File: src/rtl/ser_pkg.sv
// Shared types and width helpers for the word serializer.
package ser_pkg;

  localparam int unsigned STATE_W = 2;

  typedef enum logic [STATE_W-1:0] {
    IDLE  = 2'd0,
    SHIFT = 2'd1,
    GAP   = 2'd2
  } ser_state_e;

  // Counter width able to hold 0..n-1, never narrower than one bit.
  function automatic int unsigned cnt_w(input int unsigned n);
    return (n <= 2) ? 1 : $clog2(n);
  endfunction

endpackage

File: src/rtl/ser_bit_counter.sv
// Clearable up-counter that saturates at TERM and flags the terminal count.
module ser_bit_counter #(
  parameter int unsigned W    = 2,
  parameter int unsigned TERM = 3
) (
  input  logic clk,
  input  logic rst,
  input  logic clear,
  input  logic inc,
  output logic at_term
);

  logic [W-1:0] count;

  assign at_term = (count == W'(TERM));

  // Clear wins over increment; no wrap past the terminal value.
  always_ff @(posedge clk) begin
    if (rst) begin
      count <= '0;
    end else if (clear) begin
      count <= '0;
    end else if (inc && !at_term) begin
      count <= count + W'(1);
    end
  end

endmodule

File: src/rtl/piso_word_serializer.sv
// Parallel-in/serial-out word serializer feeding a downstream serial-in shift register.
module piso_word_serializer
  import ser_pkg::*;
#(
  parameter int unsigned WIDTH     = 4,
  parameter int unsigned MSB_FIRST = 1,
  parameter int unsigned IDLE_GAP  = 1
) (
  input  logic             clk,
  input  logic             rst,
  input  logic             in_valid,
  output logic             in_ready,
  input  logic [WIDTH-1:0] in_data,
  output logic             serial_out,
  output logic             shift_en,
  output logic             frame_done,
  output logic             busy
);

  localparam int unsigned BIT_W    = cnt_w(WIDTH);
  localparam int unsigned GAP_W    = cnt_w(IDLE_GAP + 1);
  localparam int unsigned GAP_TERM = (IDLE_GAP > 0) ? IDLE_GAP - 1 : 0;

  ser_state_e       state;
  ser_state_e       state_d;
  logic [WIDTH-1:0] shreg;
  logic [WIDTH-1:0] shreg_d;
  logic             armed;
  logic             accept;
  logic             tx_bit;
  logic             bit_clear;
  logic             bit_inc;
  logic             bit_last;
  logic             gap_clear;
  logic             gap_inc;
  logic             gap_last;

  // armed keeps in_ready low until the first cycle after reset is released.
  always_ff @(posedge clk) begin
    if (rst) begin
      state <= IDLE;
      shreg <= '0;
      armed <= 1'b0;
    end else begin
      state <= state_d;
      shreg <= shreg_d;
      armed <= 1'b1;
    end
  end

  assign tx_bit = (MSB_FIRST != 0) ? shreg[WIDTH-1] : shreg[0];

  always_comb begin
    in_ready   = 1'b0;
    shift_en   = 1'b0;
    busy       = 1'b0;
    frame_done = 1'b0;
    serial_out = 1'b0;
    state_d    = state;
    shreg_d    = shreg;
    bit_clear  = 1'b0;
    bit_inc    = 1'b0;
    gap_clear  = 1'b0;
    gap_inc    = 1'b0;
    accept     = 1'b0;

    case (state)
      IDLE: begin
        in_ready = armed;
      end
      SHIFT: begin
        shift_en   = 1'b1;
        busy       = 1'b1;
        serial_out = tx_bit;
        bit_inc    = 1'b1;
        shreg_d    = (MSB_FIRST != 0) ? {shreg[WIDTH-2:0], 1'b0}
                                      : {1'b0, shreg[WIDTH-1:1]};
        if (bit_last) begin
          frame_done = 1'b1;
          if (IDLE_GAP == 0) begin
            // Back-to-back mode: a new word may load in the last bit cycle.
            in_ready = armed;
            state_d  = IDLE;
          end else begin
            gap_clear = 1'b1;
            state_d   = GAP;
          end
        end
      end
      GAP: begin
        busy    = 1'b1;
        gap_inc = 1'b1;
        if (gap_last) begin
          state_d = IDLE;
        end
      end
      default: begin
        state_d = IDLE;
      end
    endcase

    accept = in_valid && in_ready;
    if (accept) begin
      shreg_d   = in_data;
      bit_clear = 1'b1;
      state_d   = SHIFT;
    end
  end

  ser_bit_counter #(
    .W    (BIT_W),
    .TERM (WIDTH - 1)
  ) u_bit_cnt (
    .clk     (clk),
    .rst     (rst),
    .clear   (bit_clear),
    .inc     (bit_inc),
    .at_term (bit_last)
  );

  ser_bit_counter #(
    .W    (GAP_W),
    .TERM (GAP_TERM)
  ) u_gap_cnt (
    .clk     (clk),
    .rst     (rst),
    .clear   (gap_clear),
    .inc     (gap_inc),
    .at_term (gap_last)
  );

endmodule
File: config.mk
export PLATFORM = sky130hd
export DESIGN_NAME = piso_word_serializer
export DESIGN_NICKNAME = d
export VERILOG_FILES = /design/src/rtl/ser_pkg.sv /design/src/rtl/ser_bit_counter.sv /design/src/rtl/piso_word_serializer.sv
export SDC_FILE = /design/constraint.sdc
export NUM_CORES = 1
export LEC_CHECK = 0
export CORE_AREA = 8 8 45 47
export DETAILED_ROUTE_END_ITERATION = 10
export DIE_AREA = 0 0 53 55
export GPL_ROUTABILITY_DRIVEN = 1
export MAX_ROUTING_LAYER = met4
export PLACE_DENSITY = 0.71
export SYNTH_ARGS = -nofsm -noshare
export SYNTH_HDL_FRONTEND = slang
export SYNTH_SLANG_ARGS = --single-unit
File: constraint.sdc
create_clock -name clk -period 1.3 [get_ports clk]
set_input_delay 0.26 -clock clk [delete_from_list [all_inputs] [get_ports clk]]
set_output_delay 0.26 -clock clk [all_outputs]
set_load 0.03 [all_outputs]
==> flow_metrics.py, run 1 <==
metrics = {
    "cells_and_area": {
        "fillers": 129,
        "multiInputGateArea_um2": 317,
        "fin_util_pct": 56.1,
        "diodes": 0,
        "register_area_um2": 210,
        "stdcell_area_um2": 777,
        "stdcell_count": 89,
        "nets": 86,
        "areaGrowthSynthToFinish_pct": 59.2,
        "layout-drive-gt1-share_pct": 49.3,
    },
    "placed_design": {
        "placed_cell_area_um2": 618,
        "place.gp.congestion": 0.714,
        "post-place-ws_ps": -14.6,
        "dp_cells": 78,
        "dpl.hpwl_um": 757,
        "io_buffers": 11,
    },
    "worst_setup_path": {
        "startpoint_type": "register",
        "r2r_start": "state[1]$_SDFFE_PP0P_",
        "r2r_end": "shreg[3]$_SDFFE_PP0P_",
        "crit_slowest_cell": "dfxtp_4",
        "path_cells": "inv_4, ha_4, and2_4, buf_6",
        "critical_path_class": "reg2out",
        "cpPeakStageDelay_ps": 370,
        "worst-r2r-setup-slack_ps": 30,
        "crit_family": "flip-flops",
        "end_kind": "primary output",
        "cp_data_required_time_ps": 1040,
        "path_max_fanout": 4,
        "r2r.worst_path.cells": 6,
        "cp.arrival_ps": 1100,
        "crit_start": "state[1]$_SDFFE_PP0P_",
        "critical_path_buf_inv_count": 2,
    },
    "synthesis": {
        "synth-seq-area-share_pct": 41.0,
        "syn_avg_cell_area_um2": 9.57,
        "yosys_warnings": 0,
        "netlist_area_um2": 488,
        "syn_nets": 62,
        "yosys_register_bits": 10,
        "ys_types": 22,
        "netlist_instances": 51,
    },
    "cts": {
        "cts-buffers-inserted": 3,
        "htree_levels": 1,
        "cts-root-buf": "clkbuf_4",
        "cts.sinks": 10,
        "ctsLongestPathBuffers": 2,
        "path_clk_slew_ps": 60,
        "insertion_delay_ps": 260,
        "holdBufCountCts": 0,
        "cts_tree": "built",
    },
    "pwr": {
        "ir_drop_mv": 0.444,
        "power_density_nw_per_um2": 915,
        "leakagePower_nw": 0.312,
        "finalPower_mw": 0.711,
    },
    "detailed_routing": {
        "dr.first_iter.drc_count": 7,
        "drcViolationCount": 0,
        "num_vias": 440,
        "via_per_inst": 4.94,
        "wl_per_cell_um": 13.5,
        "ant_nets": 0,
        "wl_um": 1200,
        "dr.pass1.iters": 4,
    },
    "grt": {
        "grt_start_max_net_pins": 11,
        "grt_pass1_wl_um": 1870,
        "top_usage_layer": "met2",
        "grtUsageTotal_pct": 8.81,
        "grt_use_met3_pct": 0.802,
        "globalRoute.totalOverflow": 0,
        "grt_pass1_vias": 433,
        "met2_usage_pct": 15.0,
        "antenna_found_initial": 0,
        "use_met1_pct": 9.80,
    },
    "floorplanning": {
        "dieArea_um2": 2920,
        "rows": 14,
        "die-width_um": 53,
        "io_pins": 12,
        "die_h_um": 55,
        "initial_core_util_pct": 35.3,
        "core-area_um2": 1380,
    },
    "flow_run": {
        "maxCapViolations": 0,
    },
    "status": {
        "run_status": "complete, but fails checks",
        "violations": "setup timing",
    },
    "timing": {
        "finClkSkew_ps": 8.38,
        "tns_ps": -254,
        "layout_setup_ws_ps": -64.3,
        "min_period_ps": 1360,
        "finalCritPeriodShare_pct": 105,
        "tightest_slew_ps": 222,
        "hold_slack_ps": 491,
        "relSlewSlack_pct": 85.1,
        "maxSlewViolCount": 0,
        "rsz0062_at_grt": "yes",
        "max_freq_ghz": 0.733,
        "setup_viol": 5,
        "hold_viol_final": 0,
    },
    "worst_hold_path": {
        "hold-path-endpoint": "shreg[0]$_SDFFE_PP0P_",
        "hold_start": "shreg[0]$_SDFFE_PP0P_",
        "hold_class": "reg2reg",
        "min_path_cells": 2,
    },
}
==> cell usage in the layout (no fill, tap or decap), drive strengths merged, types with 2 or more instances in the layout <==
cell type / instances
ha: 4
and2: 3
inv: 3
a21oi: 4
nand2: 3
nor2: 4
a211oi: 3
buf: 15
nor3: 2
clkdlybuf4s50: 6
clkbuf: 3
mux2i: 4
dfxtp: 10
==> cell type report <==
cell class              instances  share of cell area [%]
flip-flops and latches         10                    27.1
inverters                       3                    2.09
well taps                      16                    2.58
repair buffers                 21                    24.6
multi-input cells              36                    40.7
clock buffers                   3                    2.90
==> worst max path at each step <==
stage | end | slack, ps | cells past startpoint
2_1_floorplan | u_gap_cnt.count$_SDFFE_PP0P_ | 50 | 5
3_3_place_gp | state[1]$_SDFFE_PP0P_ | 8 | 4
3_5_place_dp | shreg[3]$_SDFFE_PP0P_ | -10 | 5
4_1_cts | frame_done | -60 | 4
5_1_grt | frame_done | -90 | 4
6_report | frame_done | -60 | 4
==> where the power goes <==
part,internal [mW],switching (mW)
combinational,0.0896,0.0717
sequential,0.321,0.0127
clock,0.107,0.110
total,0.517,0.194
==> synth_stat cells <==
cell	n	share of area, %
a211oi_1	3	4.6
o21ai_0	1	1.0
nor3_1	2	2.1
buf_6	1	2.3
nor4b_2	1	3.1
dfxtp_1	10	41
a21o_1	1	1.5
inv_1	3	2.3
nand2_1	3	2.3
mux2i_1	4	8.2
ha_1	4	10
nor2_1	4	3.1
a21oi_1	4	4.1
nand3_1	1	1.0
and2_2	2	3.1
clkbuf_1	1	0.77
nand3b_1	1	1.5
xnor2_1	1	1.8
and2_1	1	1.3
nor4_1	1	1.3
and3_1	1	1.3
and2b_4	1	2.1
==> sequential cells by signal, summed over array words and instances (netlist names) <==
name	cells
armed	1
u_bit_cnt.count	2
state	2
shreg	4
u_gap_cnt.count	1
==> logic make-up (layout without fill, tap and decap cells) <==
family          after synthesis  in the layout  synth area share (%)
simple gates                 18             18                  22.1
mux                           4              4                  8.21
xor+xnor                      1              1                  1.80
fa+ha+maj                     4              4                  10.3
buf+inv                       5             27                  5.38
flops                        10             10                  41.0
compound gates                9              9                  11.3
==> layer usage <==
metal | up-vias | routed length (um)
met5 | - | 0
met4 | 0 | 19
met3 | 2 | 33
met2 | 8 | 618
met1 | 207 | 532
li1 | 223 | -
==> worst min-delay path, delay by kind of cell (launching register included) <==
family / cells / cell delay, ps
AO/OA/AOI/OAI: 1 / 60
flip-flops: 1 / 310
AND/OR/NAND/NOR: 1 / 80
==> repair_timing <==
| item | CTS | global route |
|---|---|---|
| pin swaps | 3 | 8 |
| resized for setup | 18 | 9 |
| setup buffers | 7 | 1 |
| endpoints found under the setup margin | 9 | 11 |
(Power assumes the default switching activity.)
==> inputs of run 2 (changes only) <==
CTS_CLUSTER_DIAMETER = 40   (was unset)
CTS_CLUSTER_SIZE = 40   (was unset)
SETUP_SLACK_MARGIN = 0.4   (was unset)
==> run 2 against run 1 <==
  * The run still ends with setup timing left
  * Register-to-register slack worse by 50 ps
  * Critical path depth unchanged
  * Critical path type unchanged
  * Power rose by 14%
  * Critical endpoint unchanged
  * Sequential power is essentially flat
==> flow_metrics.py, run 2 (synthesis gave the netlist of run 1 again) <==
metrics = {
    "cells_and_area": {
        "fillers": 101,
        "largest_register": "shreg",
        "areaGrowthSynthToFinish_pct": 79.5,
        "layout-drive-gt1-share_pct": 61.8,
        "diodes": 0,
        "stdcell_count": 92,
        "final_cell_mix": "10 x buf_6, 8 x dfxtp_1, 7 x buf_4",
        "largest_register_ffs": 4,
        "top_regs": "shreg (4), state (2), u_bit_cnt.count (2)",
        "mostFrequentLayoutCell": "buf_6",
        "nets": 88,
    },
    "detailed_routing": {
        "ant_nets": 0,
        "dr_wl_met3_um": 33,
        "wl_per_cell_um": 13.6,
        "met1_length_um": 540,
        "dr.pass1.iters": 4,
        "wl_um": 1250,
        "dr.first_iter.drc_count": 6,
        "drcViolationCount": 0,
        "topRoutingLayerUsed": "met4",
        "num_vias": 470,
        "wl_met2_um": 635,
        "via_per_inst": 5.11,
    },
    "worst_setup_path": {
        "critical_path_class": "reg2out",
        "cpPeakStageDelay_ps": 350,
        "crit_family": "flip-flops",
        "cp.arrival_ps": 1110,
        "path_max_fanout": 5,
        "startpoint_type": "register",
        "end_kind": "primary output",
        "critical_path_buf_inv_count": 2,
        "cp_data_required_time_ps": 1040,
        "path_cells": "inv_4, ha_4, and2_4, buf_6",
        "crit_slowest_cell": "dfxtp_2",
    },
    "cts": {
        "holdBufCountCts": 0,
        "ctsLongestPathBuffers": 2,
        "cts_tree": "built",
        "cts-root-buf": "clkbuf_4",
        "htree_levels": 1,
        "path_clk_slew_ps": 70,
        "cts-buffers-inserted": 3,
        "cts.sinks": 10,
        "insertion_delay_ps": 270,
    },
    "grt": {
        "globalRoute.totalOverflow": 0,
        "grt_start_max_net_pins": 11,
        "grt_pass1_vias": 480,
        "grt_pass1_wl_um": 2070,
        "grtUsageTotal_pct": 10.1,
        "antenna_found_initial": 0,
    },
    "worst_hold_path": {
        "hold_class": "reg2reg",
    },
    "timing": {
        "rsz0062_at_grt": "yes",
        "setup_viol": 5,
        "finClkSkew_ps": 4.28,
        "max_freq_ghz": 0.728,
        "relSlewSlack_pct": 88.4,
        "finalCritPeriodShare_pct": 106,
        "maxSlewViolCount": 0,
        "min_period_ps": 1370,
        "hold_viol_final": 0,
        "tightest_slew_ps": 169,
        "layout_setup_ws_ps": -73.4,
    },
    "floorplanning": {
        "core-area_um2": 1380,
        "rows": 14,
        "die_h_um": 55,
        "initial_core_util_pct": 35.3,
        "die-width_um": 53,
        "dieArea_um2": 2920,
        "io_pins": 12,
    },
    "pwr": {
        "ir_drop_mv": 0.605,
        "leakagePower_nw": 0.337,
        "p_seq_share_pct": 41.3,
        "internal-power_mw": 0.600,
        "finalPower_mw": 0.811,
        "combPwrFrac_pct": 24.1,
        "netSwitchingFraction_pct": 26.0,
        "power_density_nw_per_um2": 926,
        "p_sw_mw": 0.211,
        "clkPwrFrac_pct": 34.6,
    },
    "placed_design": {
        "place.gp.congestion": 0.717,
        "post-place-ws_ps": 0.706,
        "io_buffers": 11,
        "dpl.hpwl_um": 745,
        "dp_cells": 78,
    },
    "status": {
        "violations": "setup timing",
        "run_status": "complete, but fails checks",
    },
    "flow_run": {
        "maxCapViolations": 0,
    },
}
run 2: cell types whose count changed in the layout (fill, tap and decap cells not counted), sizes merged:
cell	previous run	this run
buf	15	17
clkbuf	3	4
run 2: per-stage QoR:
stage | instance area (um2) | TNS [ps] | hold slack, ps | utilization [%]
global placement | 633 | 0 | 476 | 45.8
detailed placement | 633 | 0 | 475 | 45.8
global route | 876 | -603 | 544 | 63.3
floorplan | 515 | 0 | 396 | -
finish | 876 | -250 | 498 | 63.3
CTS | 805 | -259 | 485 | 58.1
run 2: worst paths after layout:
| check | from | end | slack, ps | cells after the start |
|---|---|---|---|---|
| worst max-delay path | state[1]$_SDFFE_PP0P_ | frame_done | -70 | 4 |
| worst min-delay path | shreg[0]$_SDFFE_PP0P_ | shreg[0]$_SDFFE_PP0P_ | 500 | 2 |
| worst max register to register | state[1]$_SDFFE_PP0P_ | u_bit_cnt.count[1]$_SDFFE_PP0P_ | -20 | 7 |
| worst min register to register | shreg[0]$_SDFFE_PP0P_ | shreg[0]$_SDFFE_PP0P_ | 500 | 2 |
run 2: metal layers:
| layer | vias to the layer above | global-route usage [%] |
|---|---|---|
| li1 | 230 | - |
| met1 | 224 | 11.1 |
| met2 | 12 | 16.2 |
| met3 | 4 | 0.802 |
| met4 | 0 | 9.05 |
| met5 | - | - |
run 2: repair_timing:
action                     CTS  global route
pin swaps                   11            10
setup buffers                7             3
setup endpoints to repair   14            14
gates resized for setup     22            13
run 2: final cells by class:
class                   instances  area [um2]  area share (%)
multi-input cells              36         373            42.6
repair buffers                 23         225            25.7
flip-flops and latches         10         205            23.4
clock buffers                   4        36.3            4.14
well taps                      16        20.0            2.29
inverters                       3        16.3            1.86
run 2: power by group through the flow:
stage               clock network [mW]  logic [mW]  registers [mW]
global placement                     0       0.126           0.339
CTS                              0.288       0.167           0.335
detailed placement                   0       0.128           0.340
global route                     0.302       0.209           0.338
finish                           0.280       0.196           0.335
floorplan                            0      0.0904           0.337
run 2: worst register-to-register path: cells and delay by family, from the launching register on:
family        cells  cell delay, ps
flops             1             350
buf+inv           3             280
simple gates      2             230
fa+ha+maj         1             170
mux               1             170
